[src/rtl/bcd2bin_seq.sv]
// Sequential BCD-to-binary converter using reverse double-dabble: W shift/correct
// steps, then the result is checked for leftover BCD (overflow).
module bcd2bin_digit (
  input  logic [3:0] sh_i,
  input  logic [3:0] raw_i,
  output logic [3:0] fix_o,
  output logic       bad_o
);
  assign fix_o = (sh_i >= 4'd8) ? sh_i - 4'd3 : sh_i;
  assign bad_o = (raw_i > 4'd9);
endmodule

module bcd2bin_seq #(
  parameter  int W  = 8,
  localparam int BW = W + (W-4)/3 + 1,
  localparam int ND = (BW + 3) / 4
) (
  input  logic          clk,
  input  logic          reset,
  input  logic          start,
  input  logic [BW-1:0] bcd,
  output logic          busy,
  output logic          done,
  output logic [W-1:0]  bin,
  output logic          err
);
  localparam int CW = $clog2(W+1);

  typedef enum logic [1:0] {IDLE, SHIFT, DONE} state_t;

  state_t          state_q;
  logic [4*ND-1:0] b_q, b_d, b_sh, bcd_pad;
  logic [W-1:0]    r_q, r_d, bin_q;
  logic [CW-1:0]   cnt_q;
  logic            busy_q, done_q, err_q;
  logic [ND-1:0]   bad;

  assign bcd_pad     = (4*ND)'(bcd);
  assign {b_sh, r_d} = {b_q, r_q} >> 1;

  // Each digit is corrected independently after the shift; the same lane also
  // flags an out-of-range digit on the incoming operand.
  for (genvar g = 0; g < ND; g++) begin : g_dig
    bcd2bin_digit u_dig (
      .sh_i  (b_sh[4*g +: 4]),
      .raw_i (bcd_pad[4*g +: 4]),
      .fix_o (b_d[4*g +: 4]),
      .bad_o (bad[g])
    );
  end

  always_ff @(posedge clk or posedge reset) begin
    if (reset) begin
      state_q <= IDLE;
      b_q     <= '0;
      r_q     <= '0;
      cnt_q   <= '0;
      busy_q  <= 1'b0;
      done_q  <= 1'b0;
      bin_q   <= '0;
      err_q   <= 1'b0;
    end else begin
      case (state_q)
        IDLE: begin
          if (start) begin
            b_q    <= bcd_pad;
            r_q    <= '0;
            cnt_q  <= '0;
            busy_q <= 1'b1;
            if (|bad) begin
              state_q <= DONE;
              done_q  <= 1'b1;
              bin_q   <= '0;
              err_q   <= 1'b1;
            end else begin
              state_q <= SHIFT;
            end
          end
        end
        SHIFT: begin
          b_q   <= b_d;
          r_q   <= r_d;
          cnt_q <= cnt_q + 1'b1;
          if (cnt_q == CW'(W-1)) begin
            state_q <= DONE;
            done_q  <= 1'b1;
            // Anything left in B means the value did not fit in W bits.
            if (b_d == '0) begin
              bin_q <= r_d;
              err_q <= 1'b0;
            end else begin
              bin_q <= '0;
              err_q <= 1'b1;
            end
          end
        end
        DONE: begin
          state_q <= IDLE;
          done_q  <= 1'b0;
          busy_q  <= 1'b0;
        end
        default: state_q <= IDLE;
      endcase
    end
  end

  assign busy = busy_q;
  assign done = done_q;
  assign bin  = bin_q;
  assign err  = err_q;
endmodule

[config.mk]
export PLATFORM = sky130hd
export DESIGN_NAME = bcd2bin_seq
export DESIGN_NICKNAME = d
export VERILOG_FILES = /design/src/rtl/bcd2bin_seq.sv
export SDC_FILE = /design/constraint.sdc
export NUM_CORES = 1
export LEC_CHECK = 0
export CAP_MARGIN = 20
export CORE_MARGIN = 3
export CORE_UTILIZATION = 54
export CTS_CLUSTER_DIAMETER = 50
export DETAILED_ROUTE_END_ITERATION = 12
export PLACE_DENSITY = 0.88
export SLEW_MARGIN = 40
export SYNTH_ARGS = -nofsm -noshare
export SYNTH_HDL_FRONTEND = slang
export SYNTH_SLANG_ARGS = --single-unit
export TNS_END_PERCENT = 50
[constraint.sdc]
create_clock -name clk -period 2 [get_ports clk]
set_input_delay 0.5 -clock clk [delete_from_list [all_inputs] [get_ports clk]]
set_output_delay 0.5 -clock clk [all_outputs]
set_load 0.01 [all_outputs]
[After elaboration in Yosys (flattened, before gate mapping)]
Index checks and enable logic that the tools add are counted.
Storage, ports and cells
  ROM bits: 0
  output and inout port bits: 11
  memories kept: 0
  latch bits: 0
  bits in writable memories: 0
  bits of input ports: 13
  bits in registers: 37
Cells by class
  divide/modulo/power cells: 0
  bitwise gates (word level): 0
  $lt $le $gt $ge: 6
  reductions and logical operators: 11
  multiply operators: 0
  muxes and demuxes: 27
  $add $sub $neg: 4
  shifts and indexed selects: 0
  equality and inequality tests: 6
Operator list (count)
  8-bit two-way mux: 5
  8-bit case mux with 2 select lines: 2
  12-bit case mux with 2 select lines: 1
  4-bit two-way mux: 4
  12-bit logical NOT: 1
  12-bit two-way mux: 1
  4-bit >= comparator, second input constant: 2
  4-bit > comparator, second input constant: 2
  4-bit case mux with 2 select lines: 1
  4-bit AND reduction: 2
  4-bit by 2-bit subtractor with 4-bit output, second input constant: 2
  1-bit two-way mux: 6
  2-bit two-way mux: 3
  2-bit inequality test, second input constant: 3
  2-bit AND reduction: 3
  4-bit by 1-bit adder with 4-bit output, second input constant: 1
  4-bit by 3-bit == test with 1-bit output, second input constant: 1
  3-bit by 4-bit >= comparator with 1-bit output, second input constant: 1
  2-bit by 4-bit > comparator with 1-bit output, second input constant: 1
  1-bit case mux with 2 select lines: 2
  2-bit case mux with 2 select lines: 1
  2-bit nonzero test: 2
  3-bit by 2-bit subtractor with 4-bit output, second input constant: 1
  1-bit case mux with 3 select lines: 1
  5 further kinds: 5

[Logic depth before layout (Yosys ltp)]
  depth after elaboration: 6
  depth in mapped cells: 8

[Cells and area by module]
From an unflattened synthesis, not the netlist that was laid out.
Unflattened totals
  cell total of the unflattened synthesis: 187
  area total of the unflattened synthesis: 1928.1 µm²
By module, submodules not included
  bcd2bin_seq: seq. area each 900.9 µm², area each 1676.6 µm², cells an instance 151, times used 1
  bcd2bin_digit: seq. area each 0.0 µm², area each 83.8 µm², cells an instance 12, times used 3

[Least setup slack after synthesis]
Ideal clock, no wire load.
  path type: reg-to-reg
  from: register state_q[0]
  to: register b_q[7]
  path slack: 0.378 ns
  arrival: 1.499 ns
  data required time: 1.877 ns
  library setup time: 0.123 ns
  stages on the path, launching flop included: 9
  path buffers: 2
  cells stage by stage: dfrtp_1 > inv_1 > ha_1 > buf_2 > mux2i_1 > buf_2 > a21oi_1 > nor2_1 > a21oi_1
On the way
  longest elaborated chain between the ends: 3
  elaborated cells between the ends (all ways): 6
Ends and longest elaborated chain
  start: declaration: RTL line 31  | state_t state_q;
  start signal: assignment: RTL line 54  | state_q <= IDLE;
  start signal: assignment: RTL line 71  | state_q <= DONE;
  start signal: assignment: RTL line 76  | state_q <= SHIFT;
  2-bit by 1-bit == test with 1-bit output / 2-bit logical NOT (equally long branches): RTL line 63  | case (state_q)
  2-bit nonzero test (no source line) / 2-bit inequality test (equally long branches)
  2-bit AND reduction (no source line)
  end signal: assignment: RTL line 66  | b_q <= bcd_pad;
  end: declaration: RTL line 32  | logic [4*ND-1:0] b_q, b_d, b_sh, bcd_pad;
Several ways; a longest one is shown, not always the timed one.
A chain may end at the register's enable or synchronous reset.

[Worst setup path after layout]
  from: register b_q[1]
  to: register bin_q[2] (netlist: bin[2])
On the way
  longest elaborated chain between the ends: 6
  elaborated cells between the ends (all ways): 7
Ends and longest elaborated chain
  4-bit by 2-bit subtractor with 4-bit output / 4-bit >= comparator (equally long branches): RTL line 9  | assign fix_o = (sh_i >= 4'd8) ? sh_i - 4'd3 : sh_i;
  4-bit two-way mux *: RTL line 9
  12-bit logical NOT *: RTL line 88  | if (b_d == '0) begin
  8-bit two-way mux *: RTL line 88
  8-bit two-way mux *: RTL line 84  | if (cnt_q == CW'(W-1)) begin
  8-bit case mux with 2 select lines *: RTL line 63
  end signal: assignment: RTL line 89  | bin_q <= r_d;
  end: declaration: RTL line 33  | logic [W-1:0] r_q, r_d, bin_q;
Every way passes the cells marked *; elsewhere a longest branch is shown, timed or not. The select of a mux whose other input is x is not followed.

==> impl_metrics.env <==
export IMPL_root_buffer="clkbuf_4"
export IMPL_die_area_sq_um=3914
export IMPL_critPathBufInv=1
export IMPL_post_place_cells=226
export IMPL_drv_cap=0
export IMPL_insertion_delay_ps=350
export IMPL_drive_above_1_share_pct=11.46
export IMPL_reg2reg_slack_ps=120
export IMPL_path_class="flip-flop to flip-flop"
export IMPL_leakagePower_nw=0.9749
export IMPL_nNetsFinal=212
export IMPL_period_share_pct=94.06
export IMPL_n_antenna_cell=0
export IMPL_grt_pass1_wl_um=6058
export IMPL_hold_end="bin[4]"
export IMPL_gr_total_overflow=0
export IMPL_synthFlopType="dfrtp_1"
export IMPL_worst_slew_pin_slew_ps=438.9
export IMPL_ys_types=37
export IMPL_synth_avg_cell_area_sq_um=10.67
export IMPL_antenna_found_initial=0
export IMPL_synth_edf_count=0
export IMPL_maxSlewHeadroom_pct=70.72
export IMPL_status="finished, final reports clean"
export IMPL_path_clk_slew_ps=110
export IMPL_rr_startpoint="b_q[1]"
export IMPL_hold_start="bin[4]"
export IMPL_cp_arrival_ps=2170
export IMPL_timing_rr_end="bin[2]"
export IMPL_clockBufferDepth=2
export IMPL_gp_congestion=0.8185
export IMPL_p_seq_share_pct=39.4
export IMPL_htree_levels=2
export IMPL_cts_resized=0
export IMPL_area_growth_pct=21.72
export IMPL_drtAntennaViolNets=0
export IMPL_hold_violations=0
export IMPL_ys_ff_latch=34
export IMPL_cts_tree="yes"
export IMPL_max_freq_ghz=0.5316
export IMPL_synthDominantCellAreaShare_pct=49.24
export IMPL_path_cells="inv_1, ha_1, mux2i_1, nand3_1, and4bb_1, a22o_1"
export IMPL_numCtsBuffers=5
export IMPL_first_pass_iters=4
export IMPL_grt_pass1_vias=1319
export IMPL_fin_worst_skew_ps=13.90
export IMPL_pin_count=24
export IMPL_synthArstFlopShare_pct=100.0
export IMPL_rsz0062_at_grt="false"
export IMPL_post_cts_setup_buffer_count=0
export IMPL_io_buffers=23
export IMPL_drc=0
export IMPL_grt_start_max_net_pins=35
export IMPL_slew_viol_final=0
export IMPL_die_h_um=62.57
export IMPL_fin_crit_ps=1881
export IMPL_required_ps=2290
export IMPL_p_int_w=0.001646
export IMPL_hp_class="flip-flop to flip-flop"
export IMPL_core_area_sq_um=2900
export IMPL_cp_end_kind="flip-flop"
export IMPL_routed_wl_um=3540
export IMPL_ir_worst_vdd_v=0.001068
export IMPL_cpPeakStageDelay_ps=500
export IMPL_drtIter0Drc=53
export IMPL_final_setup_viol_count=0
export IMPL_pwr_share_clk_pct=18.3
export IMPL_syn_nets=183
export IMPL_yosys_warnings=0
export IMPL_numClockSinks=34
export IMPL_seq_area_frac_synth_pct=49.24
export IMPL_worst_path_max_fanout=9
export IMPL_die_w_um=62.57
export IMPL_initial_core_util_pct=59.58
export IMPL_power_w=0.002678
export IMPL_synthTopCellsByArea="dfrtp_1 (49%), a22o_1 (8.1%), ha_1 (5.8%)"
export IMPL_pwr_density_cell_nw_per_um2=1273
export IMPL_vias_per_cell=5.637
export IMPL_reg2regPathDepth=6
export IMPL_critical_path_cell_count=6
export IMPL_hold_buffers=0
export IMPL_fin_cells=234
export IMPL_start_kind="flip-flop"
export IMPL_cp_slowest_cell="and4bb_1"
export IMPL_dp_final_hpwl_um=2658
export IMPL_syn_instance_count=162
export IMPL_wl_per_cell_um=15.13
export IMPL_whs_path_depth=1
export IMPL_groute_usage_overall_pct=19.82
export IMPL_power_frac_comb_pct=42.4
export IMPL_p_sw_share_pct=38.52
export IMPL_mappedNetlistArea_sq_um=1728
export IMPL_p_switching_w=0.001031
export IMPL_via_count=1319
export IMPL_path_delay_family="simple AND/OR/NAND/NOR gates"
export IMPL_rows=19
export IMPL_post_synth_top_area_cell="dfrtp_1"
cell usage after synthesis, drive strengths merged (3+ instances only):
library cell,n
nand3,4
inv,11
ha,8
nor2,10
a22o,16
nand2,10
dfrtp,34
buf,8
xnor2,4
a21oi,6
o21ai,17
mux2i,8
nor2b,3
flip-flops by register name, summed over array words and instances (netlist names):
name and cells:
done 1, r_q 7, bin 8, err 1, cnt_q 4, b_q 10
busy 1, state_q 2
final cells by class:
type	instances	area [sq um]
clock buffers	5	37.54
clock inverters	3	40.04
fillers	221	797.0
inverters	11	41.29
multi-input cells	107	770.7
flip-flops and latches	34	850.8
well taps	42	52.55
repair buffers	32	310.3
power groups by stage:
stage	logic, W	registers, W	clock network (W)
2_1_floorplan	0.000855	0.000998	0
3_3_place_gp	0.00106	0.00105	0
3_5_place_dp	0.00112	0.00106	0
4_1_cts	0.00114	0.00105	0.000497
5_1_grt	0.00127	0.00108	0.000528
6_report	0.00113	0.00105	0.000490
per-layer routing:
metal / wire, um / vias to the layer above / track usage, %
li1: - / 636 / -
met1: 1508 / 638 / 23.57
met2: 1789 / 35 / 33.16
met3: 156 / 10 / 4.496
met4: 85 / 0 / 10.74
met5: 0 / - / 0
worst max path at each step:
stage,startpoint,slack (ps),end
detailed placement,start,-20,bin[7]
global route,b_q[1],6,bin[2]
finish,b_q[1],120,bin[2]
floorplan,state_q[0],380,b_q[7]
global placement,start,50,bin[1]
CTS,b_q[1],120,bin[5]
cells by family after synthesis:
logic type	synth area share (%)
flip-flops	49.24
multiplexers	5.286
AO/OA/AOI/OAI	19.48
XOR/XNOR	2.027
AND/OR/NAND/NOR	12.02
adder cells (fa/ha/maj)	5.793
buffers and inverters	6.155
cells in the final DEF (no fill, tap or decap), types with 8 or more instances in the layout:
cell,synthesis,routed
a22o_1,16,16
ha_1,8,8
nand2_1,10,10
buf_4,2,8
nor2_1,10,10
mux2i_1,8,8
dfrtp_1,34,34
o21ai_1,10,10
inv_1,11,11
clkdlybuf4s50_1,0,23
stage by stage:
stage | instance area (sq um) | worst slack [ps] | setup TNS, ps | hold slack [ps] | util, %
4_1_cts | 2103 | 116.8 | 0 | 519.3 | 72.52
2_1_floorplan | 1728 | 377.9 | 0 | 466.2 | -
5_1_grt | 2103 | 6.209 | 0 | 539.7 | 72.52
3_3_place_gp | 2026 | 52.65 | 0 | 487.8 | 69.84
3_5_place_dp | 2026 | -23.05 | -77.46 | 495.4 | 69.84
6_report | 2103 | 118.8 | 0 | 510.9 | 72.52
Power figures use the tool's default switching activity.
